<file path="src/rtl/virtual_ds2431_mem_cmd_sched_if.sv">
// Bus bundle for the DS2431 memory-command scheduler: upstream command control,
// the shared byte-transfer port, and the per-sub-function trigger/mux lanes.
interface virtual_ds2431_mem_cmd_sched_if;
  // Transfer handshake: a requester raises transTrig for one cycle (direction in
  // nRxTx, byte in sentDat); the byte engine drops ByteTransDone while busy and
  // its rising edge marks completion, with receiveDat valid on that edge.
  logic        cmdStart;
  logic        endCmd;
  logic [7:0]  receiveDat;
  logic        ByteTransDone;
  logic        transTrig;
  logic        nRxTx;
  logic [7:0]  sentDat;
  logic [7:0]  TA1;
  logic [7:0]  TA2;
  logic [3:0]  subTrig;
  logic [3:0]  subTransTrig;
  logic [3:0]  subNRxTx;
  logic [31:0] subSentDat;
  logic [3:0]  subDone;
  logic [3:0]  subFailed;
  logic        subEndCmd;
  logic [2:0]  activeCmd;
  logic        memCmdDone;
  logic        memCmdFailed;

  modport master (
    input  cmdStart, endCmd, receiveDat, ByteTransDone,
    input  subTransTrig, subNRxTx, subSentDat, subDone, subFailed,
    output transTrig, nRxTx, sentDat, TA1, TA2, subTrig, subEndCmd,
    output activeCmd, memCmdDone, memCmdFailed
  );

  modport slave (
    output cmdStart, endCmd, receiveDat, ByteTransDone,
    output subTransTrig, subNRxTx, subSentDat, subDone, subFailed,
    input  transTrig, nRxTx, sentDat, TA1, TA2, subTrig, subEndCmd,
    input  activeCmd, memCmdDone, memCmdFailed
  );
endinterface

</file>
<file path="src/rtl/virtual_ds2431_mem_cmd_sched.sv">
// Memory-function-layer scheduler for the virtual DS2431: receives command/TA bytes,
// launches the sub-function and muxes the byte port. Optional watchdog: MEM_CMD_WDT_EN.
module virtual_ds2431_mem_cmd_sched #(
  parameter int unsigned TIMEOUT_CYC = 100000,
  parameter int unsigned CNT_W       = 17
) (
  input  logic                                clk,
  input  logic                                nRst,
  virtual_ds2431_mem_cmd_sched_if.master      bus,
  output logic [2:0]                          dbg_state_o
);

  // Encoding is visible on dbg_state_o: 0 IDLE .. 5 RUN.
  typedef enum logic [2:0] {
    S_IDLE   = 3'd0,
    S_RX_CMD = 3'd1,
    S_RX_TA1 = 3'd2,
    S_RX_TA2 = 3'd3,
    S_LAUNCH = 3'd4,
    S_RUN    = 3'd5
  } state_e;

  state_e      state_q, state_d;
  logic        rx_trig_q, rx_trig_d;
  logic        btd_q;
  logic [1:0]  idx_q, idx_d;
  logic [7:0]  ta1_q, ta1_d;
  logic [7:0]  ta2_q, ta2_d;
  logic [2:0]  active_q, active_d;
  logic        done_q, done_d;
  logic        failed_q, failed_d;

  logic        btd_rise;
  logic        is_rx;
  logic        is_run;
  logic        sub_done;
  logic        sub_failed;
  logic        wdt_take;

  assign btd_rise   = bus.ByteTransDone & ~btd_q;
  assign is_rx      = (state_q == S_RX_CMD) || (state_q == S_RX_TA1) || (state_q == S_RX_TA2);
  assign is_run     = (state_q == S_RUN);
  assign sub_done   = bus.subDone[idx_q];
  assign sub_failed = bus.subFailed[idx_q];

`ifdef MEM_CMD_WDT_EN
  logic [CNT_W-1:0] wdt_cnt_q, wdt_cnt_d;
  logic             btd_edge;
  logic             wdt_fire;

  assign btd_edge = bus.ByteTransDone ^ btd_q;
  assign wdt_fire = (state_q != S_IDLE) && (wdt_cnt_q == CNT_W'(TIMEOUT_CYC - 1));
  // A sub-function that finishes on the expiry cycle wins over the watchdog.
  assign wdt_take = wdt_fire && !(is_run && (sub_done || sub_failed));

  always_comb begin
    wdt_cnt_d = wdt_cnt_q + CNT_W'(1);
    if ((state_q == S_IDLE) || bus.transTrig || btd_edge) begin
      wdt_cnt_d = '0;
    end
  end

  always_ff @(posedge clk) begin
    if (!nRst) begin
      wdt_cnt_q <= '0;
    end else begin
      wdt_cnt_q <= wdt_cnt_d;
    end
  end
`else
  logic unused_wdt_cfg;

  assign unused_wdt_cfg = ^(CNT_W'(TIMEOUT_CYC));
  assign wdt_take       = 1'b0;
`endif

  always_comb begin
    state_d   = state_q;
    rx_trig_d = 1'b0;
    idx_d     = idx_q;
    ta1_d     = ta1_q;
    ta2_d     = ta2_q;
    active_d  = active_q;
    done_d    = 1'b0;
    failed_d  = 1'b0;

    case (state_q)
      S_IDLE: begin
        if (bus.cmdStart) begin
          state_d   = S_RX_CMD;
          rx_trig_d = 1'b1;
        end
      end
      S_RX_CMD: begin
        if (btd_rise) begin
          case (bus.receiveDat)
            8'h0F: begin
              idx_d     = 2'd0;
              state_d   = S_RX_TA1;
              rx_trig_d = 1'b1;
            end
            8'hAA: begin
              idx_d   = 2'd1;
              state_d = S_LAUNCH;
            end
            8'h55: begin
              idx_d     = 2'd2;
              state_d   = S_RX_TA1;
              rx_trig_d = 1'b1;
            end
            8'hF0: begin
              idx_d     = 2'd3;
              state_d   = S_RX_TA1;
              rx_trig_d = 1'b1;
            end
            default: begin
              failed_d = 1'b1;
              state_d  = S_IDLE;
            end
          endcase
        end
      end
      S_RX_TA1: begin
        if (btd_rise) begin
          ta1_d     = bus.receiveDat;
          state_d   = S_RX_TA2;
          rx_trig_d = 1'b1;
        end
      end
      S_RX_TA2: begin
        if (btd_rise) begin
          ta2_d   = bus.receiveDat;
          state_d = S_LAUNCH;
        end
      end
      S_LAUNCH: begin
        active_d = 3'(idx_q) + 3'd1;
        state_d  = S_RUN;
      end
      S_RUN: begin
        if (sub_failed) begin
          failed_d = 1'b1;
          active_d = 3'd0;
          state_d  = S_IDLE;
        end else if (sub_done) begin
          done_d   = 1'b1;
          active_d = 3'd0;
          state_d  = S_IDLE;
        end
      end
      default: begin
        state_d  = S_IDLE;
        active_d = 3'd0;
      end
    endcase

    if (wdt_take) begin
      state_d   = S_IDLE;
      rx_trig_d = 1'b0;
      active_d  = 3'd0;
      done_d    = 1'b0;
      failed_d  = 1'b1;
    end

    // Bus reset overrides everything, silently; latched address bytes survive.
    if (bus.endCmd) begin
      state_d   = S_IDLE;
      rx_trig_d = 1'b0;
      active_d  = 3'd0;
      done_d    = 1'b0;
      failed_d  = 1'b0;
    end
  end

  always_ff @(posedge clk) begin
    if (!nRst) begin
      state_q   <= S_IDLE;
      rx_trig_q <= 1'b0;
      btd_q     <= 1'b1;
      idx_q     <= 2'd0;
      ta1_q     <= 8'h00;
      ta2_q     <= 8'h00;
      active_q  <= 3'd0;
      done_q    <= 1'b0;
      failed_q  <= 1'b0;
    end else begin
      state_q   <= state_d;
      rx_trig_q <= rx_trig_d;
      btd_q     <= bus.ByteTransDone;
      idx_q     <= idx_d;
      ta1_q     <= ta1_d;
      ta2_q     <= ta2_d;
      active_q  <= active_d;
      done_q    <= done_d;
      failed_q  <= failed_d;
    end
  end

  // Byte port: own receive requests in RX states, zero-latency pass-through in RUN.
  always_comb begin
    bus.transTrig = 1'b0;
    bus.nRxTx     = 1'b0;
    bus.sentDat   = 8'hFF;
    if (is_rx) begin
      bus.transTrig = rx_trig_q;
    end else if (is_run) begin
      bus.transTrig = bus.subTransTrig[idx_q];
      bus.nRxTx     = bus.subNRxTx[idx_q];
      bus.sentDat   = bus.subSentDat[8*idx_q +: 8];
    end
  end

  assign bus.subTrig      = (state_q == S_LAUNCH) ? (4'b0001 << idx_q) : 4'b0000;
  assign bus.subEndCmd    = bus.endCmd | wdt_take;
  assign bus.TA1          = ta1_q;
  assign bus.TA2          = ta2_q;
  assign bus.activeCmd    = active_q;
  assign bus.memCmdDone   = done_q;
  assign bus.memCmdFailed = failed_q;
  assign dbg_state_o      = state_q;

endmodule
</file>
<file path="src/flat_wrapper.sv">
// flat-port wrapper written by rule: the top's interface ports become plain ports
module virtual_ds2431_mem_cmd_sched_flat 
#(
  parameter int unsigned TIMEOUT_CYC = 100000,
  parameter int unsigned CNT_W       = 17
)
  (clk, nRst, dbg_state_o, bus_cmdStart, bus_endCmd, bus_receiveDat, bus_ByteTransDone, bus_subTransTrig, bus_subNRxTx, bus_subSentDat, bus_subDone, bus_subFailed, bus_transTrig, bus_nRxTx, bus_sentDat, bus_TA1, bus_TA2, bus_subTrig, bus_subEndCmd, bus_activeCmd, bus_memCmdDone, bus_memCmdFailed);
  virtual_ds2431_mem_cmd_sched_if bus_i ();
  input  logic clk;
  input  logic nRst;
  output logic [2:0] dbg_state_o;
  input wire logic [$bits(bus_i.cmdStart)-1:0] bus_cmdStart;
  input wire logic [$bits(bus_i.endCmd)-1:0] bus_endCmd;
  input wire logic [$bits(bus_i.receiveDat)-1:0] bus_receiveDat;
  input wire logic [$bits(bus_i.ByteTransDone)-1:0] bus_ByteTransDone;
  input wire logic [$bits(bus_i.subTransTrig)-1:0] bus_subTransTrig;
  input wire logic [$bits(bus_i.subNRxTx)-1:0] bus_subNRxTx;
  input wire logic [$bits(bus_i.subSentDat)-1:0] bus_subSentDat;
  input wire logic [$bits(bus_i.subDone)-1:0] bus_subDone;
  input wire logic [$bits(bus_i.subFailed)-1:0] bus_subFailed;
  output wire logic [$bits(bus_i.transTrig)-1:0] bus_transTrig;
  output wire logic [$bits(bus_i.nRxTx)-1:0] bus_nRxTx;
  output wire logic [$bits(bus_i.sentDat)-1:0] bus_sentDat;
  output wire logic [$bits(bus_i.TA1)-1:0] bus_TA1;
  output wire logic [$bits(bus_i.TA2)-1:0] bus_TA2;
  output wire logic [$bits(bus_i.subTrig)-1:0] bus_subTrig;
  output wire logic [$bits(bus_i.subEndCmd)-1:0] bus_subEndCmd;
  output wire logic [$bits(bus_i.activeCmd)-1:0] bus_activeCmd;
  output wire logic [$bits(bus_i.memCmdDone)-1:0] bus_memCmdDone;
  output wire logic [$bits(bus_i.memCmdFailed)-1:0] bus_memCmdFailed;
  assign bus_i.cmdStart = bus_cmdStart;
  assign bus_i.endCmd = bus_endCmd;
  assign bus_i.receiveDat = bus_receiveDat;
  assign bus_i.ByteTransDone = bus_ByteTransDone;
  assign bus_i.subTransTrig = bus_subTransTrig;
  assign bus_i.subNRxTx = bus_subNRxTx;
  assign bus_i.subSentDat = bus_subSentDat;
  assign bus_i.subDone = bus_subDone;
  assign bus_i.subFailed = bus_subFailed;
  assign bus_transTrig = bus_i.transTrig;
  assign bus_nRxTx = bus_i.nRxTx;
  assign bus_sentDat = bus_i.sentDat;
  assign bus_TA1 = bus_i.TA1;
  assign bus_TA2 = bus_i.TA2;
  assign bus_subTrig = bus_i.subTrig;
  assign bus_subEndCmd = bus_i.subEndCmd;
  assign bus_activeCmd = bus_i.activeCmd;
  assign bus_memCmdDone = bus_i.memCmdDone;
  assign bus_memCmdFailed = bus_i.memCmdFailed;
  virtual_ds2431_mem_cmd_sched #(.TIMEOUT_CYC(TIMEOUT_CYC), .CNT_W(CNT_W)) u_core (.clk(clk), .nRst(nRst), .bus(bus_i), .dbg_state_o(dbg_state_o));
endmodule
</file>
<file path="config.mk">
export PLATFORM = sky130hd
export DESIGN_NAME = virtual_ds2431_mem_cmd_sched_flat
export DESIGN_NICKNAME = d
export VERILOG_FILES = /design/src/rtl/virtual_ds2431_mem_cmd_sched_if.sv /design/src/rtl/virtual_ds2431_mem_cmd_sched.sv /design/src/flat_wrapper.sv
export SDC_FILE = /design/constraint.sdc
export NUM_CORES = 1
export LEC_CHECK = 0
export BUFFER_PORTS_ARGS = -buffer_cell sky130_fd_sc_hd__buf_2
export CORE_MARGIN = 2
export CORE_UTILIZATION = 46
export CTS_CLUSTER_SIZE = 24
export DETAILED_ROUTE_END_ITERATION = 8
export PLACE_DENSITY = 0.84
export SKIP_CTS_REPAIR_TIMING = 1
export SYNTH_ARGS = -nofsm -noshare
export SYNTH_HDL_FRONTEND = slang
export SYNTH_SLANG_ARGS = --single-unit
export TNS_END_PERCENT = 20
</file>
<file path="constraint.sdc">
create_clock -name clk -period 3.1 [get_ports clk]
set_input_delay 0.465 -clock clk [delete_from_list [all_inputs] [get_ports clk]]
set_output_delay 0.465 -clock clk [all_outputs]
set_load 0.005 [all_outputs]
</file>
==> results.md <==
* Outcome: completed
* CP peak stage delay at 0.56 ns
* Critical path depth at 4
* Number of cell rows at 21
* Final setup TNS at 0 ns
* Design Area, Final at 2235 um^2
* Flops & latches, synth at 28
* Largest net degree at the start of global routing at 20
* Crit path kind: flop to output pin
* Worst path cell trace: buf_4, mux4_1, or2_2, buf_2
* Wire length per cell at 14.00 um
* Worst Hold Depth at 2
* Ys async rst share at 0
* Min Hold Slack at 0.3229 ns
* DIE WIDTH at 64.04 um
* RSZ-0062 raised after global routing: no
* Die ar. at 4100 um^2
* Layout area overhead at 34.79%
* Worst Setup End Kind: output pin
* First-pass GRT wire length at 6.789 mm
* Fin crit period at 2.497 ns
* Initial antenna violation count at 0
* Final setup fails at 0
* Hold Crit Class: input pin to flop
* Post-synthesis area per instance at 10.30 um^2
* Placed inst area at 2182 um^2
* Startpoint types: flop
* Die Ht at 64.04 um
* Placeable Area at 3390 um^2
* RePlAce Congestion at 0.8102
* Ant diodes at 0
* Placed wire-length estimate at 3.424 mm
* Vias per std cell at 5.284
* Leading cell type in the layout, fill and taps excluded: buf_2
* CTS Sinks at 28
* Slowest CP cell: mux4_1
* Fmax at 0.4004 GHz
* Overall Global Routing Usage at 0.2043
* Max Slew Vio Count at 0
* Syn_nets at 226
* Power per standard cell area at 314.0 nW/um^2
* Mapped cell area at 1658 um^2
* Critical Path AT at 2.03 ns
* Vias in the first global route at 1482
* Cell variety after synth at 44
* Fillers at 294
* Sequential area share after synthesis at 0.3381
* Max Root-Sink Buffers at 2
* CTS tree: built
* Fin. Hold Viols at 0
* DRC Markers at 0
* CTS Buf Count at 3
* Via count at 1601
* Pleak at 1.048 nW
* Reg2Reg Depth at 4
* Cell count after synthesis at 161
* CTS root buf: clkbuf_4
* Yosys warnings at 0
* Peak VDD IR at 0.2471 mV
* H-Tree Depth at 1
* Initial core utilization at 0.4891
* Post-route clock period utilization at 0.8056
* Share of cells above drive strength 1 at 0.4864
* Number of top-level pins at 100
* Relative slew slack at 0.3849
* Final Util at 0.6593
* Worst Skew at 0.01228 ns
* Worst EP required at 2.63 ns
* Total grt overflow at 0
* Maxcap violations at 0
* Post-synth EDFFs at 0
* CP Max Fanout at 13
* Detail Route Antenna Nets at 0
* Final wirelength at 4.241 mm
* Most frequent cells in the layout: buf_2, dfxtp_1, nor2_1
* Port Buf Inserts at 99
* 1st-pass router iterations at 4
* CP top delay family: multiplexers
* Ys flop type: dfxtp_1
* Tot Pwr at 0.7017 mW
* 1st-iter DRT viols at 45
* Worst Tran Pin Value at 0.9186 ns
* Clock Latency Late Sink at 0.34 ns
* Crit path buf inv count at 2
* Nets at 323
* Reg clk slew, reported paths at 0.14 ns
-- registers in the layout, summed over array words and instances, names as in the netlist --
register and count:
u_core.bus.memCmdDone 1, u_core.bus.activeCmd 3, u_core.bus.memCmdFailed 1, u_core.bus.TA2 8
u_core.btd_q 1, u_core.rx_trig_q 1, u_core.dbg_state_o 3, u_core.bus.TA1 8
u_core.idx_q 2
-- worst register-to-register path, cell delays in order (launching register included) --
cell and delay (ns):
dfxtp_1 0.44, nor3b_2 0.30, nor3b_2 0.79, mux2i_1 0.29
nor2_1 0.06
-- synth_stat cells (4+ instances only) --
cell,count,area (um^2)
o21ai_0,4,20.02
a21oi_1,5,25.02
and2_1,4,25.02
dfxtp_1,28,560.5
or2_1,8,50.05
clkbuf_1,4,15.01
nor2_1,24,90.09
inv_1,5,18.77
ha_1,4,50.05
mux2i_1,16,160.2
mux4_2,11,247.7
-- where the power goes --
part,switching (mW),leakage [nW],internal [mW],total (mW)
Sequential,0.00573,0.226,0.363,0.369
Clock,0.111,0.0279,0.131,0.242
Combinational,0.0390,0.794,0.0521,0.0911
-- path summary, 6_finish.rpt --
check,slack [ns],start,end
worst max-delay path,0.60,u_core.idx_q[0],bus_sentDat[7]
worst min register to register,0.51,u_core.bus.TA1[2],u_core.bus.TA1[2]
worst min-delay path,0.32,nRst,u_core.btd_q
worst max register to register,1.13,u_core.dbg_state_o[2],u_core.bus.TA1[0]
-- metal layers --
layer,track usage,up-vias,wire [um]
met5,0,-,0
met4,0.03261,0,14
met3,0.03169,2,287
met2,0.3711,59,2154
met1,0.2581,754,1784
li1,-,786,-
-- metrics by stage --
| step | setup WS [ns] | std cells |
|---|---|---|
| after global placement | 0.9881 | 299 |
| final | 0.6027 | 303 |
| after global routing | 0.4424 | 303 |
| after detailed placement | 0.9539 | 299 |
| after floorplan | 1.165 | 161 |
| after CTS | 0.5630 | 303 |
-- cell families (layout without fill, tap and decap cells) --
| group | count (synthesis) | count (layout) | synth area share |
|---|---|---|---|
| fa+ha+maj | 4 | 4 | 0.03019 |
| buf+inv | 15 | 111 | 0.04301 |
| flops | 28 | 28 | 0.3381 |
| simple gates | 61 | 61 | 0.2159 |
| compound gates | 25 | 25 | 0.1109 |
| mux | 28 | 28 | 0.2619 |
-- final cells by class --
type                       count  area, um^2  share of cell area
clock inverter                 1       30.03             0.01344
tap                           46       57.56             0.02576
sequential                    28       560.5              0.2508
timing repair buffer         101       510.5              0.2284
multi-input combinational    118        1031              0.4614
clock buffer                   3       22.52             0.01008
inverter                       6       22.52             0.01008
(Power assumes the default switching activity.)
